`src/rtl/voice_cmd_if.sv`:
```
// voice_cmd_if: note-on/note-off command channel with valid/ready handshake
interface voice_cmd_if #(
  parameter int NOTE_BITS = 7,
  parameter int VEL_BITS  = 32
);
  logic                 cmd_valid;
  logic                 cmd_ready;
  logic                 cmd_on;
  logic [NOTE_BITS-1:0] cmd_note;
  logic [VEL_BITS-1:0]  cmd_velocity;
  modport master (output cmd_valid, cmd_on, cmd_note, cmd_velocity, input cmd_ready);
  modport slave  (input cmd_valid, cmd_on, cmd_note, cmd_velocity, output cmd_ready);
endinterface

```
`src/rtl/voice_allocator.sv`:
```
// voice_allocator: polyphonic note-to-voice allocator with oldest-voice stealing
module voice_allocator #(
  parameter int NUM_VOICES = 8,
  parameter int NOTE_BITS  = 7,
  parameter int VEL_BITS   = 32,
  parameter int AGE_BITS   = 8
) (
  input  logic                           clk,
  input  logic                           rst,
  voice_cmd_if.slave                     cmd,
  input  logic [NUM_VOICES-1:0]          voice_available,
  output logic [NUM_VOICES-1:0]          voice_note_en,
  output logic [NUM_VOICES*NOTE_BITS-1:0] voice_note,
  output logic [NUM_VOICES*VEL_BITS-1:0] voice_velocity,
  output logic                           steal
);
  localparam int IW = $clog2(NUM_VOICES);
  typedef enum logic [1:0] {IDLE, SCAN, COMMIT, RELAUNCH} state_t;
  state_t                state_q, state_d;
  logic [IW-1:0]         idx_q, idx_d;
  logic                  on_q, on_d;
  logic [NOTE_BITS-1:0]  cnote_q, cnote_d;
  logic [VEL_BITS-1:0]   cvel_q, cvel_d;
  logic                  mf_q, mf_d, ff_q, ff_d, of_q, of_d;
  logic [IW-1:0]         mi_q, mi_d, fi_q, fi_d, oi_q, oi_d;
  logic [AGE_BITS-1:0]   oa_q, oa_d;
  logic [NUM_VOICES-1:0] en_q, en_d;
  logic [NOTE_BITS-1:0]  note_q [NUM_VOICES];
  logic [NOTE_BITS-1:0]  note_d [NUM_VOICES];
  logic [VEL_BITS-1:0]   vel_q [NUM_VOICES];
  logic [VEL_BITS-1:0]   vel_d [NUM_VOICES];
  logic [AGE_BITS-1:0]   age_q [NUM_VOICES];
  logic [AGE_BITS-1:0]   age_d [NUM_VOICES];
  logic                  steal_q, steal_d, ready_q, ready_d;
  logic                  hit;
  logic [IW-1:0]         sel;
  always_comb begin
    state_d = state_q;
    idx_d   = idx_q;
    on_d    = on_q;
    cnote_d = cnote_q;
    cvel_d  = cvel_q;
    mf_d    = mf_q;
    ff_d    = ff_q;
    of_d    = of_q;
    mi_d    = mi_q;
    fi_d    = fi_q;
    oi_d    = oi_q;
    oa_d    = oa_q;
    en_d    = en_q;
    note_d  = note_q;
    vel_d   = vel_q;
    steal_d = 1'b0;
    hit     = 1'b0;
    sel     = '0;
    if (state_q == IDLE && cmd.cmd_valid) begin
      on_d    = cmd.cmd_on;
      cnote_d = cmd.cmd_note;
      cvel_d  = cmd.cmd_velocity;
      {mf_d, ff_d, of_d} = '0;
      oa_d    = '0;
      idx_d   = '0;
      state_d = SCAN;
    end
    if (state_q == SCAN) begin
      if (!mf_q && en_q[idx_q] && note_q[idx_q] == cnote_q) begin
        mf_d = 1'b1;
        mi_d = idx_q;
      end
      if (!ff_q && voice_available[idx_q] && !en_q[idx_q]) begin
        ff_d = 1'b1;
        fi_d = idx_q;
      end
      // strict compare keeps the lowest index on equal ages
      if (!voice_available[idx_q] && (!of_q || age_q[idx_q] > oa_q)) begin
        of_d = 1'b1;
        oi_d = idx_q;
        oa_d = age_q[idx_q];
      end
      idx_d   = idx_q + 1'b1;
      state_d = (idx_q == IW'(NUM_VOICES - 1)) ? COMMIT : SCAN;
    end
    if (state_q == COMMIT) begin
      state_d = IDLE;
      if (on_q && mf_q) begin
        vel_d[mi_q] = cvel_q;
        hit = 1'b1;
        sel = mi_q;
      end else if (on_q && ff_q) begin
        note_d[fi_q] = cnote_q;
        vel_d[fi_q]  = cvel_q;
        en_d[fi_q]   = 1'b1;
        hit = 1'b1;
        sel = fi_q;
      end else if (on_q && of_q) begin
        note_d[oi_q] = cnote_q;
        vel_d[oi_q]  = cvel_q;
        en_d[oi_q]   = 1'b0;
        steal_d = 1'b1;
        hit = 1'b1;
        sel = oi_q;
        state_d = RELAUNCH;
      end else if (!on_q && mf_q) begin
        en_d[mi_q] = 1'b0;
      end
    end
    if (state_q == RELAUNCH) begin
      en_d[oi_q] = 1'b1;
      state_d = IDLE;
    end
    for (int i = 0; i < NUM_VOICES; i++) begin
      age_d[i] = age_q[i];
      if ((hit && IW'(i) == sel) || (voice_available[i] && !en_q[i]))
        age_d[i] = '0;
      else if (hit && !voice_available[i] && age_q[i] != '1)
        age_d[i] = age_q[i] + 1'b1;
    end
    ready_d = (state_d == IDLE);
  end
  always_ff @(posedge clk or posedge rst) begin
    if (rst) begin
      state_q <= IDLE;
      idx_q   <= '0;
      on_q    <= 1'b0;
      cnote_q <= '0;
      cvel_q  <= '0;
      {mf_q, ff_q, of_q} <= '0;
      mi_q    <= '0;
      fi_q    <= '0;
      oi_q    <= '0;
      oa_q    <= '0;
      en_q    <= '0;
      note_q  <= '{default: '0};
      vel_q   <= '{default: '0};
      age_q   <= '{default: '0};
      steal_q <= 1'b0;
      ready_q <= 1'b1;
    end else begin
      state_q <= state_d;
      idx_q   <= idx_d;
      on_q    <= on_d;
      cnote_q <= cnote_d;
      cvel_q  <= cvel_d;
      {mf_q, ff_q, of_q} <= {mf_d, ff_d, of_d};
      mi_q    <= mi_d;
      fi_q    <= fi_d;
      oi_q    <= oi_d;
      oa_q    <= oa_d;
      en_q    <= en_d;
      note_q  <= note_d;
      vel_q   <= vel_d;
      age_q   <= age_d;
      steal_q <= steal_d;
      ready_q <= ready_d;
    end
  end
  for (genvar i = 0; i < NUM_VOICES; i++) begin : g_out
    assign voice_note[i*NOTE_BITS +: NOTE_BITS]  = note_q[i];
    assign voice_velocity[i*VEL_BITS +: VEL_BITS] = vel_q[i];
  end
  assign voice_note_en = en_q;
  assign steal         = steal_q;
  assign cmd.cmd_ready = ready_q;
endmodule

```
`src/flat_wrapper.sv`:
```
// flat-port wrapper written by rule: the top's interface ports become plain ports
module voice_allocator_flat 
#(
  parameter int NUM_VOICES = 8,
  parameter int NOTE_BITS  = 7,
  parameter int VEL_BITS   = 32,
  parameter int AGE_BITS   = 8
)
  (clk, rst, voice_available, voice_note_en, voice_note, voice_velocity, steal, cmd_cmd_valid, cmd_cmd_on, cmd_cmd_note, cmd_cmd_velocity, cmd_cmd_ready);
  voice_cmd_if #(.NOTE_BITS(NOTE_BITS), .VEL_BITS(VEL_BITS)) cmd_i ();
  input  logic clk;
  input  logic rst;
  input  logic [NUM_VOICES-1:0] voice_available;
  output logic [NUM_VOICES-1:0] voice_note_en;
  output logic [NUM_VOICES*NOTE_BITS-1:0] voice_note;
  output logic [NUM_VOICES*VEL_BITS-1:0] voice_velocity;
  output logic steal;
  input wire logic [$bits(cmd_i.cmd_valid)-1:0] cmd_cmd_valid;
  input wire logic [$bits(cmd_i.cmd_on)-1:0] cmd_cmd_on;
  input wire logic [$bits(cmd_i.cmd_note)-1:0] cmd_cmd_note;
  input wire logic [$bits(cmd_i.cmd_velocity)-1:0] cmd_cmd_velocity;
  output wire logic [$bits(cmd_i.cmd_ready)-1:0] cmd_cmd_ready;
  assign cmd_i.cmd_valid = cmd_cmd_valid;
  assign cmd_i.cmd_on = cmd_cmd_on;
  assign cmd_i.cmd_note = cmd_cmd_note;
  assign cmd_i.cmd_velocity = cmd_cmd_velocity;
  assign cmd_cmd_ready = cmd_i.cmd_ready;
  voice_allocator #(.NUM_VOICES(NUM_VOICES), .NOTE_BITS(NOTE_BITS), .VEL_BITS(VEL_BITS), .AGE_BITS(AGE_BITS)) u_core (.clk(clk), .rst(rst), .cmd(cmd_i), .voice_available(voice_available), .voice_note_en(voice_note_en), .voice_note(voice_note), .voice_velocity(voice_velocity), .steal(steal));
endmodule
```
`config.mk`:
```
export PLATFORM = sky130hd
export DESIGN_NAME = voice_allocator_flat
export DESIGN_NICKNAME = d
export VERILOG_FILES = /design/src/rtl/voice_cmd_if.sv /design/src/rtl/voice_allocator.sv /design/src/flat_wrapper.sv
export SDC_FILE = /design/constraint.sdc
export NUM_CORES = 1
export LEC_CHECK = 0
export ABC_AREA = 0
export ABC_CLOCK_PERIOD_IN_PS = 17800
export CORE_MARGIN = 2
export CORE_UTILIZATION = 53
export DETAILED_ROUTE_END_ITERATION = 12
export PLACE_DENSITY = 0.8
export REMOVE_ABC_BUFFERS = 1
export SLEW_MARGIN = 20
export SYNTH_ARGS = -nofsm -noshare
export SYNTH_HDL_FRONTEND = slang
export SYNTH_SLANG_ARGS = --single-unit
```
`constraint.sdc`:
```
create_clock -name clk -period 17.8 [get_ports clk]
set_input_delay 3.56 -clock clk [delete_from_list [all_inputs] [get_ports clk]]
set_output_delay 3.56 -clock clk [all_outputs]
set_load 0.01 [all_outputs]
```
==> results.txt <==
Routed WL -> 57400 um
Fill cells -> 2623
met2 Usage GRT -> 47.8%
final worst slack -> 11980 ps
Worst Hold Class -> flop to flop
post-synthesis mux area share -> 19.5%
Worst Path Max Fanout -> 141
GRT Max-Usage Layer -> met2
total global routing overflow -> 0
Rows -> 71
Post-Synthesis Cells -> 1672
CTS sink cnt -> 451
main combinational cell family by area after synthesis -> multiplexers
DIE AREA -> 39200 um2
clock slew at reported path FFs -> 60 ps
Setup CP Type -> input pin to asynchronous set/reset pin
crit-path cells -> clkdlybuf4s50_1, inv_8, buf_4, buf_6
M3 GR Usage -> 6.44%
Area Growth Syn to Fin -> 27.6%
Finished Layout Cells -> 2494
# Post-CTS Setup Buffers -> 0
largest cells by area after synthesis -> dfrtp_1, mux2_2, nand2_1
Tightest Pin Transition -> 964 ps
Post-synth EDFFs -> 0
count leader, synth -> dfrtp_1
drt drc -> 0
DRT Pass-1 Iters -> 5
Mapped Area -> 19900 um2
Worst setup SP type -> input pin
Ys Warns -> 0
adder-cell share of the synthesized area -> 1.13%
met1 Usage GRT -> 39.5%
leakage power figure -> 11.8 nW
Slew headroom -> 35.7%
Worst EP arrival -> 6440 ps
post-route setup TNS -> 0 ps
Slew Limit Fails -> 0
post-route ant nets -> 0
synth unique cells -> 62
placed cell count -> 2414
simple-gate share of the synthesized area -> 11.4%
Final #Nets -> 2056
vias in the first global route -> 14.7k
fmax -> 172 MHz
final period utilization -> 32.7%
XOR/XNOR share of the synthesized area -> 2.64%
H-tree Lvls -> 2
Top-Level Pins -> 373
total CTS buffers -> 45
vias per cell -> 5.79
most common library cells after synthesis -> dfrtp_1, nand2_1, mux2_2
synthesized flop and latch total -> 451
initial antenna violation count -> 2
Max Cap Violations -> 0
layout cells sized above 1 -> 17.8%
cell taking the most area after synthesis -> dfrtp_1
latest clock arrival within the worst-skew pair -> 570 ps
Max VDD drop -> 85.0 uV
Final Hold Viols -> 0
number of setup violations in the final report -> 0
largest net degree at the start of global routing -> 155
Req. time, crit path -> 18420 ps
Synth top area share -> 56.5%
Top FF cell, synth -> dfrtp_1
DR WL/cell -> 23.0 um
syn avg cell area -> 11.9 um2
run status -> finished, final reports clean
Critical Path Max Stage Delay -> 890 ps
Compound-Gate Fraction of Synth Area -> 5.81%
Post-DP HPWL -> 37800 um
global-route wire length before repair -> 88000 um
pre-CTS setup slack -> 10920 ps
PostCTS Resize Cnt -> 0
Slowest-stage cell, CP -> buf_4
maximum buffer depth of the clock tree -> 3
Post-synth ARST share -> 100%
FF-to-FF setup slack -> 13580 ps
Post-CTS Hold Buffers -> 0
initial core utilization -> 53.4%
routability cong. -> 0.871
Tot GR Track Use -> 29.6%
final setup skew -> 16.0 ps
Die W -> 198 um
Seq/Total Area, Yosys -> 56.6%
Crit. End Element -> asynchronous set/reset pin
routed vias -> 14.4k
PD cells -> 127 nW/um2
Die Y -> 198 um
CTS tree -> built
RSZ-0062 raised after global routing -> false
I/O Buffers -> 372
min Tclk post-route -> 5820 ps
initial detailed-routing violation count -> 905
Core Area -> 37300 um2
CTS root buf -> clkbuf_16
-- worst max-delay path, delay by kind of cell --
kind	cells	cell delay (ps)
buf+inv	4	2780
-- cells in the final DEF (no fill, tap or decap), types with 14 or more instances in the layout --
cell | synthesis | routed
dfrtp_1 | 450 | 448
clkdlybuf4s50_1 | 0 | 372
nand2_1 | 291 | 288
mux2_2 | 216 | 216
nor2_1 | 85 | 85
o21ai_0 | 76 | 76
xor2_1 | 50 | 50
clkbuf_16 | 0 | 45
mux2_1 | 44 | 44
nand4_1 | 39 | 39
mux2i_1 | 33 | 33
mux4_2 | 25 | 25
and3_1 | 22 | 22
nand3_1 | 20 | 19
inv_1 | 20 | 19
ha_1 | 18 | 18
a21oi_1 | 16 | 16
buf_4 | 1 | 14
-- state kept, by name, summed over array words and instances (netlist names), 7 cells and up --
name,cells
u_core.oa_q,8
u_core.cnote_q,7
u_core.voice_note,56
u_core.age_q,64
u_core.voice_note_en,8
u_core.cvel_q,32
u_core.voice_velocity,256
-- layout make-up --
class / instances / area (um2) / share of cell area [%]
Sequential cell: 451 / 11300 / 44.4
Tap cell: 474 / 593 / 2.33
Antenna cell: 1 / 2.50 / 0.00984
Inverter: 20 / 82.6 / 0.325
Timing Repair Buffer: 388 / 3860 / 15.2
Clock inverter: 12 / 170 / 0.669
Multi-Input combinational cell: 1081 / 8110 / 31.9
Clock buffer: 67 / 1320 / 5.19
-- power by group --
part / switching [W] / internal [W] / total [W] / leakage (nW)
registers: 0.000236 / 0.00118 / 0.00142 / 6.17
logic: 0.000440 / 0.000397 / 0.000837 / 4.87
clock network: 0.000400 / 0.000569 / 0.000969 / 0.732
-- stage by stage --
| step | hold slack [ps] | utilization, % | power [W] | instance area, um2 |
|---|---|---|---|---|
| finish | 478 | 68.1 | 0.00322 | 25400 |
| CTS | 482 | 68.1 | 0.00324 | 25400 |
| global placement | 461 | 64.1 | 0.00223 | 23900 |
| detailed placement | 469 | 64.1 | 0.00226 | 23900 |
| global route | 508 | 68.1 | 0.00338 | 25400 |
| floorplan | 505 | - | 0.00181 | 19400 |
-- path summary, 6_finish.rpt --
path                                                         from                                     end  depth (start not counted)
hold reg to reg            u_core.voice_velocity[132]$_DFFE_PP0P_  u_core.voice_velocity[132]$_DFFE_PP0P_                          2
hold / removal             u_core.voice_velocity[132]$_DFFE_PP0P_  u_core.voice_velocity[132]$_DFFE_PP0P_                          2
setup reg to reg                      u_core.idx_q[0]$_DFFE_PP0P_              u_core.oi_q[1]$_DFFE_PP0P_                         10
max in group clk                               voice_available[3]              u_core.oi_q[1]$_DFFE_PP0P_                          5
min in group asynchronous                                     rst   u_core.voice_velocity[17]$_DFFE_PP0P_                          2
setup / recovery                                              rst   u_core.voice_velocity[55]$_DFFE_PP0P_                          4
-- cells by family after synthesis --
| logic type | count (synthesis) |
|---|---|
| muxes | 322 |
| buffers and inverters | 140 |
| xor gates and xnor gates | 60 |
| and+or+nand+nor | 512 |
| AOI/OAI and AO/OA | 169 |
| adders and majority gates | 18 |
| DFF | 451 |
-- routing by layer --
metal	share of wire, %	routed length, um
met4	3.3	1920
met1	41	23500
met3	7.9	4540
met5	0.012	7
met2	48	27400
Note: power is estimated with default switching activity, not from simulation.
==> RTL change (same flow settings) <==
Reset style: synchronous (`rst`), changed in one clocked block.
--- a/src/rtl/voice_allocator.sv
+++ b/src/rtl/voice_allocator.sv
@@ -118,5 +118,5 @@
     ready_d = (state_d == IDLE);
   end
-  always_ff @(posedge clk or posedge rst) begin
+  always_ff @(posedge clk) begin
     if (rst) begin
       state_q <= IDLE;
Check against the original RTL: not settled (the Yosys comparison gave no result); the edit may change what the design does.
==> RTL change against the original RTL <==
  * Routed wire length down 0.40%
  * Sequential cell count unchanged
  * Highest routed layer is now met4
  * Cell area down 6.3%
  * Synthesized area down 6.9%
  * Worst hold slack worse by 0.026 ns
  * First-iteration DRC count up 36%
  * Largest cell class unchanged
  * Worst setup slack better by 0.12 ns
  * Via count up 10%
Power is not compared: it rests on default switching activity, and its combinational part moved more than twofold at a synthesized area within 25%.
==> RTL change: results (changes against the original RTL) <==
| Metric | Value |
|---|---|
| Port Buffers | 372 (unchanged) |
| Avg Cell Area, Syn | 9.139 um^2 (-23%) |
| Vias in the first global route | 15370 (+4.8%) |
| Post-synth top cells | dfxtp_1 (451), nand2_1 (348), nor2_1 (298) |
| Post-CTS Setup Bufs | 0 (unchanged) |
| Post-DP HPWL | 37.78 mm (about the same) |
| GRT Util Overall | 30.18% (+0.62 points) |
| CTS H-Tree Depth | 2 (unchanged) |
| CP Data Arrival Time | 6.12 ns (-0.32 ns) |
| Via count | 15890 (+10%) |
| Warnings, synthesis | 0 (unchanged) |
| Clock slew at reported path FFs | 0.06 ns (about the same) |
| CTS buffer count | 45 (unchanged) |
| Violation count after the first detailed-route iteration | 1235 (+36%) |
| Main synth FF type | dfxtp_1 |
| Clock root buffer | clkbuf_16 |
| FFs w/ async S/R, synth | 0% (-100 points) |
| Number of distinct library cells after synthesis | 59 (-4.8%) |
| P_leak | about 9.3 nW |
| Nets | 2378 (+16%) |
| Vias per cell | 5.680 (-2.0%) |
| Post-synthesis sequential area ratio | 48.69% (-8.0 points) |
| Hold Path Class | register to register |
| Post_cts resized | 0 (unchanged) |
| Peak supply drop | 0.00007471 V |
| Max clock buf depth | 3 (unchanged) |
| Slew HR | 30.54% (-5.2 points) |
| Share of post-route cells with drive strength above 1 | 6.317% (-11 points) |
| First-pass GRT wire length | 86.36 mm (-1.8%) |
| Max reg flops | 256 (unchanged) |
| Largest net degree at the start of global routing | 106 (-32%) |
| Top post-synthesis cells by area | dfxtp_1 (49%), mux2i_1 (13%), nand2_1 (7.0%) |
| Antenna violations before repair | 0 (-2) |
| Avg WL per Cell | 20.42 um (-11%) |
| DR pass1 iterations | 5 (unchanged) |
| Clk_skew | 0.01460 ns (-0.001371 ns) |
| Worst skew pair latency | 0.55 ns (-0.02 ns) |
| Placer Congestion | 0.8892 (+2.1%) |
| Placed Cells | 2717 (+13%) |
| Max FO, Critical Path | 11 (-92%) |
| Ant. Diodes | 0 (-1) |
| Status | finished clean |
-- RTL change: cell count changes after synthesis, moves of 42 or more --
| cell | change |
|---|---|
| nand2_1 | +57 |
| clkbuf_1 | +42 |
| a21oi_1 | +158 |
| mux2i_1 | +209 |
| mux2_1 | -44 |
| o21ai_0 | -62 |
| mux2_2 | -200 |
| dfxtp_1 | +451 |
| dfrtp_1 | -450 |
| nor2_1 | +213 |
-- RTL change: where the power goes --
part / internal, W / total [W] / switching, W
clock network: 0.000566 / 0.000962 / 0.000397
logic: 0.0000253 / 0.0000687 / 0.0000434
registers: 0.00102 / 0.00103 / 0.0000171
-- RTL change: per-layer routing --
layer,track usage [%],up-vias,wire length (um)
met5,0,-,0
met4,14.47,0,2965
met3,7.086,159,4784
met2,48.79,666,26350
met1,38.05,7667,23040
li1,-,7401,-
-- RTL change: kinds of logic (layout without fill, tap and decap cells) --
| family | count (synthesis) | after routing | synth area share, % |
|---|---|---|---|
| simple gates | 811 | 811 | 18.43 |
| compound gates | 239 | 239 | 7.537 |
| buf+inv | 171 | 485 | 4.028 |
| fa+ha+maj | 18 | 18 | 1.215 |
| xor+xnor | 53 | 53 | 2.503 |
| flops | 451 | 451 | 48.69 |
| mux | 286 | 286 | 17.60 |
-- RTL change: final cells by class --
class                      count  area, um^2
inverter                      14       52.55
tap                          455       569.3
clock inverter                14       200.2
multi-input combinational   1407        8801
timing repair buffer         390        3864
fill                        2684       10640
sequential                   451        9031
clock buffer                  67        1300
-- RTL change: path summary, 6_finish.rpt --
path,endpoint,cells after the start,slack [ns],startpoint
setup / recovery,u_core.oa_q[0]$_SDFF_PP0_,5,12.11,voice_available[7]
hold / removal,u_core.voice_velocity[124]$_SDFFE_PP0P_,2,0.45,u_core.voice_velocity[124]$_SDFFE_PP0P_
setup reg to reg,u_core.oa_q[0]$_SDFF_PP0_,10,13.88,u_core.idx_q[0]$_SDFFE_PP0P_
hold reg to reg,u_core.voice_velocity[124]$_SDFFE_PP0P_,2,0.45,u_core.voice_velocity[124]$_SDFFE_PP0P_
-- RTL change: stage by stage --
stage	area (um^2)	worst slack (ns)
2_1_floorplan	17850	12.19
3_3_place_gp	22310	11.35
3_5_place_dp	22310	11.31
4_1_cts	23810	11.86
5_1_grt	23820	12.04
6_report	23820	12.11
-- RTL change: worst max-delay path: stages --
cell and delay (ns):
clkdlybuf4s50_1 0.49, mux4_1 0.64, mux2_2 0.36, a211oi_4 0.66
mux2_2 0.40
